<file path="src/rtl/note_sequencer_if.sv">
// Host-side bus of the note sequencer: buffer write port, playback control
// and the outputs that feed the square-wave generator.
interface note_sequencer_if #(
    parameter int unsigned ADDR_W = 4
);
    logic              wr_en;
    logic [ADDR_W-1:0] wr_addr;
    logic [15:0]       wr_freq;
    logic [15:0]       wr_dur;
    logic [ADDR_W:0]   seq_len;
    logic              loop_en;
    logic              start;
    logic              stop;
    logic [15:0]       freq_hz;
    logic              busy;
    logic              done;
    logic [ADDR_W-1:0] note_idx;
    logic              note_strobe;

    modport master (
        output wr_en, wr_addr, wr_freq, wr_dur, seq_len, loop_en, start, stop,
        input  freq_hz, busy, done, note_idx, note_strobe
    );

    modport slave (
        input  wr_en, wr_addr, wr_freq, wr_dur, seq_len, loop_en, start, stop,
        output freq_hz, busy, done, note_idx, note_strobe
    );
endinterface

</file>
<file path="src/rtl/note_sequencer.sv">
// Steps through a buffer of (freq, dur) entries with ms-accurate durations,
// optional silent gaps and looping, driving the square-wave generator's freq_hz.
module note_sequencer #(
    parameter int unsigned CLK_HZ = 50_000_000,
    parameter int unsigned ADDR_W = 4,
    parameter int unsigned GAP_MS = 10
) (
    input  logic            clk,
    input  logic            reset,
    note_sequencer_if.slave bus
);
    localparam int unsigned DEPTH   = 2 ** ADDR_W;
    localparam int unsigned TICK    = CLK_HZ / 1000;
    localparam int unsigned PRE_W   = (TICK > 1) ? $clog2(TICK) : 1;
    localparam int unsigned LEN_W   = ADDR_W + 1;
    localparam bit          HAS_GAP = (GAP_MS != 0);

    localparam logic [2:0] S_IDLE = 3'd0;
    localparam logic [2:0] S_LOAD = 3'd1;
    localparam logic [2:0] S_PLAY = 3'd2;
    localparam logic [2:0] S_GAP  = 3'd3;
    localparam logic [2:0] S_DONE = 3'd4;

    typedef struct packed {
        logic [15:0] freq;
        logic [15:0] dur;
    } entry_t;

    entry_t            mem_q [DEPTH];
    entry_t            rd_entry;
    logic [2:0]        state_q, state_d;
    logic [15:0]       freq_q, freq_d;
    logic [ADDR_W-1:0] idx_q, idx_d;
    logic [LEN_W-1:0]  len_q, len_d, len_clamped;
    logic [PRE_W-1:0]  pre_q, pre_d;
    logic [15:0]       ms_q, ms_d;
    logic              busy_q;
    logic              done_q, done_d;
    logic              strobe_q, strobe_d;
    logic              tick, end_step, seq_end;

    // Note buffer: no reset, writes accepted in any state
    always_ff @(posedge clk) begin
        if (bus.wr_en) begin
            mem_q[bus.wr_addr] <= '{freq: bus.wr_freq, dur: bus.wr_dur};
        end
    end

    always_comb begin
        rd_entry    = mem_q[idx_q];
        len_clamped = (bus.seq_len > LEN_W'(DEPTH)) ? LEN_W'(DEPTH) : bus.seq_len;
        tick        = (pre_q == PRE_W'(TICK - 1));
    end

    // Next-state and output logic
    always_comb begin
        state_d  = state_q;
        freq_d   = freq_q;
        idx_d    = idx_q;
        len_d    = len_q;
        pre_d    = pre_q;
        ms_d     = ms_q;
        done_d   = 1'b0;
        strobe_d = 1'b0;
        end_step = 1'b0;
        seq_end  = ({1'b0, idx_q} == (len_q - LEN_W'(1)));

        case (state_q)
            S_IDLE: begin
                freq_d = 16'd0;
                if (bus.start && (len_clamped != '0)) begin
                    len_d   = len_clamped;
                    idx_d   = '0;
                    state_d = S_LOAD;
                end
            end
            S_LOAD: begin
                if (rd_entry.dur == 16'd0) begin
                    end_step = 1'b1;
                    seq_end  = 1'b1;
                end else begin
                    state_d  = S_PLAY;
                    freq_d   = rd_entry.freq;
                    strobe_d = 1'b1;
                    pre_d    = '0;
                    ms_d     = rd_entry.dur;
                end
            end
            S_PLAY, S_GAP: begin
                pre_d = tick ? '0 : pre_q + PRE_W'(1);
                if (tick) begin
                    ms_d = ms_q - 16'd1;
                    if (ms_q == 16'd1) begin
                        if ((state_q == S_PLAY) && HAS_GAP) begin
                            state_d = S_GAP;
                            freq_d  = 16'd0;
                            ms_d    = 16'(GAP_MS);
                        end else begin
                            end_step = 1'b1;
                        end
                    end
                end
            end
            S_DONE: begin
                freq_d  = 16'd0;
                state_d = S_IDLE;
            end
            default: begin
                freq_d  = 16'd0;
                state_d = S_IDLE;
            end
        endcase

        // End of a note: advance, wrap around when looping, or finish
        if (end_step) begin
            if (seq_end) begin
                if (bus.loop_en) begin
                    idx_d   = '0;
                    state_d = S_LOAD;
                end else begin
                    freq_d  = 16'd0;
                    done_d  = 1'b1;
                    state_d = S_DONE;
                end
            end else begin
                idx_d   = idx_q + ADDR_W'(1);
                state_d = S_LOAD;
            end
        end

        if (bus.stop && (state_q != S_IDLE)) begin
            state_d  = S_IDLE;
            freq_d   = 16'd0;
            idx_d    = idx_q;
            done_d   = 1'b0;
            strobe_d = 1'b0;
        end
    end

    always_ff @(posedge clk) begin
        if (reset) begin
            state_q  <= S_IDLE;
            freq_q   <= 16'd0;
            idx_q    <= '0;
            len_q    <= '0;
            pre_q    <= '0;
            ms_q     <= 16'd0;
            busy_q   <= 1'b0;
            done_q   <= 1'b0;
            strobe_q <= 1'b0;
        end else begin
            state_q  <= state_d;
            freq_q   <= freq_d;
            idx_q    <= idx_d;
            len_q    <= len_d;
            pre_q    <= pre_d;
            ms_q     <= ms_d;
            busy_q   <= (state_d != S_IDLE);
            done_q   <= done_d;
            strobe_q <= strobe_d;
        end
    end

    assign bus.freq_hz     = freq_q;
    assign bus.busy        = busy_q;
    assign bus.done        = done_q;
    assign bus.note_idx    = idx_q;
    assign bus.note_strobe = strobe_q;
endmodule

</file>
<file path="src/flat_wrapper.sv">
// flat-port wrapper written by rule: the top's interface ports become plain ports
module note_sequencer_flat 
#(
    parameter int unsigned CLK_HZ = 50_000_000,
    parameter int unsigned ADDR_W = 4,
    parameter int unsigned GAP_MS = 10
)
  (clk, reset, bus_wr_en, bus_wr_addr, bus_wr_freq, bus_wr_dur, bus_seq_len, bus_loop_en, bus_start, bus_stop, bus_freq_hz, bus_busy, bus_done, bus_note_idx, bus_note_strobe);
  note_sequencer_if #(.ADDR_W(ADDR_W)) bus_i ();
  input  logic clk;
  input  logic reset;
  input wire logic [$bits(bus_i.wr_en)-1:0] bus_wr_en;
  input wire logic [$bits(bus_i.wr_addr)-1:0] bus_wr_addr;
  input wire logic [$bits(bus_i.wr_freq)-1:0] bus_wr_freq;
  input wire logic [$bits(bus_i.wr_dur)-1:0] bus_wr_dur;
  input wire logic [$bits(bus_i.seq_len)-1:0] bus_seq_len;
  input wire logic [$bits(bus_i.loop_en)-1:0] bus_loop_en;
  input wire logic [$bits(bus_i.start)-1:0] bus_start;
  input wire logic [$bits(bus_i.stop)-1:0] bus_stop;
  output wire logic [$bits(bus_i.freq_hz)-1:0] bus_freq_hz;
  output wire logic [$bits(bus_i.busy)-1:0] bus_busy;
  output wire logic [$bits(bus_i.done)-1:0] bus_done;
  output wire logic [$bits(bus_i.note_idx)-1:0] bus_note_idx;
  output wire logic [$bits(bus_i.note_strobe)-1:0] bus_note_strobe;
  assign bus_i.wr_en = bus_wr_en;
  assign bus_i.wr_addr = bus_wr_addr;
  assign bus_i.wr_freq = bus_wr_freq;
  assign bus_i.wr_dur = bus_wr_dur;
  assign bus_i.seq_len = bus_seq_len;
  assign bus_i.loop_en = bus_loop_en;
  assign bus_i.start = bus_start;
  assign bus_i.stop = bus_stop;
  assign bus_freq_hz = bus_i.freq_hz;
  assign bus_busy = bus_i.busy;
  assign bus_done = bus_i.done;
  assign bus_note_idx = bus_i.note_idx;
  assign bus_note_strobe = bus_i.note_strobe;
  note_sequencer #(.CLK_HZ(CLK_HZ), .ADDR_W(ADDR_W), .GAP_MS(GAP_MS)) u_core (.clk(clk), .reset(reset), .bus(bus_i));
endmodule
</file>
<file path="config.mk">
export PLATFORM = sky130hd
export DESIGN_NAME = note_sequencer_flat
export DESIGN_NICKNAME = d
export VERILOG_FILES = /design/src/rtl/note_sequencer_if.sv /design/src/rtl/note_sequencer.sv /design/src/flat_wrapper.sv
export SDC_FILE = /design/constraint.sdc
export NUM_CORES = 1
export LEC_CHECK = 0
export BUFFER_PORTS_ARGS = -buffer_cell sky130_fd_sc_hd__buf_2
export CELL_PAD_IN_SITES_DETAIL_PLACEMENT = 1
export CELL_PAD_IN_SITES_GLOBAL_PLACEMENT = 2
export CORE_MARGIN = 8
export CORE_UTILIZATION = 45
export DETAILED_ROUTE_END_ITERATION = 12
export PLACE_DENSITY = 0.86
export SLEW_MARGIN = 40
export SYNTH_ARGS = -nofsm -noshare
export SYNTH_HDL_FRONTEND = slang
export SYNTH_SLANG_ARGS = --single-unit
</file>
<file path="constraint.sdc">
create_clock -name clk -period 6.9 [get_ports clk]
set_input_delay 1.035 -clock clk [delete_from_list [all_inputs] [get_ports clk]]
set_output_delay 1.035 -clock clk [all_outputs]
set_load 0.05 [all_outputs]
</file>
* Word-level counts from Yosys, hierarchy flattened *
Memory sizes are Yosys's and may differ from the RTL's. A register that Yosys moved wholly into a read port is not among the register bits.
Index checks and enable logic that the tools add are counted.

word-level totals
  bits in registers = 63
  bits in writable memories = 512
  input port bits = 47
  output and inout bits = 23
  word-level logic and storage cells = 86
  memories kept = 1

cells by class
  add/subtract/negate cells = 4
  magnitude comparators = 1
  equal/unequal tests = 8
  multiplexer cells = 45
  bitwise operators = 3
  reduce and logical (&&, ||, !) cells = 15

memories
  memory        depth  bits a word  rd ports  clocked after Yosys merged registers in  wr ports  RTL line              RTL
  u_core.mem_q  16     32           1         1                                        1         note_sequencer.sv:29  entry_t mem_q [DEPTH];

operator list
  kind                   number
  $mux 16                13
  $pmux 16 s2            3
  $mux 4                 7
  $mux 3                 9
  $add 16x1->16 const B  1
  $eq 16x1->1 const B    1
  $eq 16x16->1 const B   1
  $logic_not 16->1       1
  $sub 16x1->16 const B  1
  $mux 1                 10
  $pmux 3 s3             1
  $eq 3x2->1 const B     2
  $reduce_bool 3->1      2
  $eq 4x5->1             1
  $gt 5x5->1 const B     1
  $mux 5                 1
  $reduce_bool 5->1      1
  $sub 5x1->5 const B    1
  $add 4x1->4 const B    1
  $reduce_and 2->1       2
  $reduce_or 2->1        2
  $reduce_or 4->1        1
  $eq 3x1->1 const B     1
  $logic_not 3->1        1
  other kinds (8)        11

* Depth between registers and ports, before layout *
  depth after elaboration = 11
  depth in mapped cells = 14
  mapped depth without buffers = 10

* Worst setup path before layout *
No wires, ideal clock.

  kind = input port to flip-flop
  start = input port bus_wr_addr[2]
  end = memory u_core.mem_q[0][0] (netlist bit) (enable)
  setup time = 0.461 ns
  arrival = 3.753 ns
  data required time = 6.439 ns
  path slack = 2.685 ns
  stages = 2
  buffers on the path = 0
  cell sequence = or3b_2 > nor3_1

RTL lines
  what                RTL line              RTL
  start: declaration  flat_wrapper.sv:13    input wire logic [$bits(bus_i.wr_addr)-1:0] bus_wr_addr;
  end: declaration    note_sequencer.sv:29

Straight into the memory's write port.

==> metrics.csv <==
metric,value,unit
hold_class,flop to flop,
startpoint_type,flop,
drc,0,
max_freq,0.2012,GHz
die_area,0.05784,mm^2
period_share,72.03,%
area_growth,13.95,%
routed_wl,56050,um
wl_per_cell,27.99,um
cts_tree,yes,
hold_violations,0,
drive_above_1_share,27.31,%
synth_cell_type_count,62,
fp.dieH,240.5,um
num_io_pins,70,
grt_antenna_before_repair,4,
worst_pin_slew,0.8374,ns
avgSynthCellArea,19.07,um^2
finalMaxSlewViolations,0,
design_area,0.02584,mm^2
ctsResizeCount,0,
final_common_cell,edfxtp_1,
track_usage,19.67,%
arrival,5.46,ns
grt_pass1_vias,12819,
grt_max_degree,65,
power.leakage,8.017,nW
fin_skew,0.03476,ns
synth_edf_count,512,
relSlewSlack,43.97,%
worstPathMaxFanout,30,
clockBufferDepth,3,
synth_ff_type,edfxtp_1,
cpMaxStageDelayCell,or4_2,
cts_made_buffers,55,
ys_async_sr_fraction,0,%
die_x,240.5,um
drt_iter0_drc,1303,
cts.sinks,579,
fillers,4546,
placed_area,0.02392,mm^2
final_cell_mix,"512 x edfxtp_1, 144 x mux4_2, 70 x buf_2",
nNetsFinal,1336,
hpwl,31670,um
setup_viol,0,
grt_overflow,0,
peakVddDrop,198.6,uV
crit_type,flop to flop,
vias,12020,
holdBufCountCts,0,
ys_seq_area_share,73.71,%
grt_pass1_wl,83720,um
clk_latency,0.62,ns
row_count,82,
place.gp.congestion,0.7907,
cp-end-kind,flop,
final_antenna_net_count,0,
power.density,284.4,mW/mm^2
initial_core_util,45.39,%
ys_seq_elements,579,
period_minus_slack,4.970,ns
viasPerCell,6.004,
max_cap_violations,0,
core_area,0.04997,mm^2
rsz0062_at_grt,no,
tns,0,ns
netlist_area,0.02268,mm^2
post_cts_buffers,0,
status,"finished, final reports clean",
p_total,0.007350,W
synth_warnings,0,
clk_pin_slew,0.06,ns
crit_required,7.39,ns
port_buffers,69,
critical-path-max-stage-delay,1.03,ns
h-tree-depth,2,
synth_nets,1241,
critPathBufInv,1,
netlist_instances,1189,
drt-pass1-iter-count,7,
cts_root_buffer,clkbuf_16,
crit_chain,"buf_4, mux4_2, a22oi_1, nand2_1, or4_1, or4_2, a31oi_4, nor4_1, or3_1",
cpLargestDelayFamily,simple AND/OR/NAND/NOR gates,
==> routing by layer <==
metal / vias to the layer above / share of wire [%] / global-route usage, %
met5: - / 0.068 / 0
met2: 487 / 50 / 32.63
met3: 85 / 6.7 / 3.300
met1: 6381 / 41 / 26.77
met4: 6 / 2.0 / 5.496
li1: 5061 / - / -
==> tightest hold or removal path, stage by stage, from the launching register on <==
cell and delay, ns:
dfxtp_1 0.31, nand2_1 0.05, a21oi_1 0.05
==> power breakdown <==
part           internal (W)  switching, W  total, W
registers           0.00388     0.0000296   0.00391
logic             0.0000735      0.000174  0.000248
clock network       0.00191       0.00128   0.00319
==> cells in the mapped netlist, types with 5 or more instances <==
master / instances / area [um^2]
nand2_1: 47 / 176.4
or4_1: 7 / 52.55
or2_2: 7 / 43.79
and2_1: 9 / 56.30
xnor2_1: 5 / 43.79
nand2b_1: 11 / 68.82
nor3b_1: 5 / 37.54
o21ai_0: 6 / 30.03
mux2i_1: 8 / 80.08
nor2b_1: 7 / 43.79
dfxtp_1: 67 / 1341
o21ai_1: 13 / 65.06
buf_6: 7 / 78.83
and3_1: 5 / 31.28
a22o_1: 12 / 105.1
buf_1: 11 / 41.29
a21oi_1: 47 / 235.2
mux4_2: 144 / 3243
nor3_1: 13 / 65.06
xor2_1: 7 / 61.31
inv_1: 11 / 41.29
clkbuf_1: 32 / 120.1
nand3_1: 28 / 140.1
a22oi_1: 21 / 157.7
nand4_1: 8 / 50.05
nor4_1: 9 / 56.30
nor2_1: 64 / 240.2
ha_1: 5 / 62.56
edfxtp_1: 512 / 15370
or3_1: 5 / 31.28
==> cell families after synthesis <==
kind of cell	Yosys count	share of synthesized area [%]
mux	152	14.65
simple gates	240	5.412
flops	579	73.71
xor+xnor	12	0.4634
compound gates	132	4.039
buf+inv	69	1.451
fa+ha+maj	5	0.2758
==> sequential cells by signal, summed over array words and instances (netlist names), named ones only <==
signal	count
u_core.mem_q	512
u_core.bus.freq_hz	16
u_core.ms_q	16
u_core.pre_q	16
u_core.len_q	5
u_core.bus.note_idx	4
u_core.state_q	3
u_core.bus.busy	1
u_core.bus.done	1
u_core.bus.note_strobe	1
==> cell type report <==
class / count / area, um^2 / share of cell area, %
antenna: 1 / 2.502 / 0.009683
multi-input combinational: 541 / 5766 / 22.31
tap: 672 / 840.8 / 3.253
timing repair buffer: 96 / 549.3 / 2.125
clock buffer: 74 / 1469 / 5.684
inverter: 11 / 41.29 / 0.1598
clock inverter: 28 / 447.9 / 1.733
sequential: 579 / 16730 / 64.73
==> metrics by stage <==
step / hold slack, ns / instances / setup WS, ns / utilization [%]
after global placement: 0.4550 / 1898 / 1.952 / 47.82
after detailed placement: 0.4609 / 1899 / 1.928 / 47.86
after CTS: 0.4712 / 2001 / 1.893 / 51.70
after global routing: 0.4898 / 2002 / 1.631 / 51.72
after floorplan: 0.4407 / 1189 / 2.685 / -
final: 0.4684 / 2002 / 1.930 / 51.72
==> worst paths after layout <==
check             cells past startpoint                                to                             start  slack (ns)
setup / recovery                      9        u_core.bus.busy$_SDFF_PP0_                              flop        1.93
hold / removal                        2  u_core.bus.freq_hz[6]$_SDFF_PP0_  u_core.bus.freq_hz[6]$_SDFF_PP0_        0.47
setup reg to reg                      9        u_core.bus.busy$_SDFF_PP0_                              flop        1.93
hold reg to reg                       2  u_core.bus.freq_hz[6]$_SDFF_PP0_  u_core.bus.freq_hz[6]$_SDFF_PP0_        0.47
No activity file was read; power rests on OpenSTA's default activity.
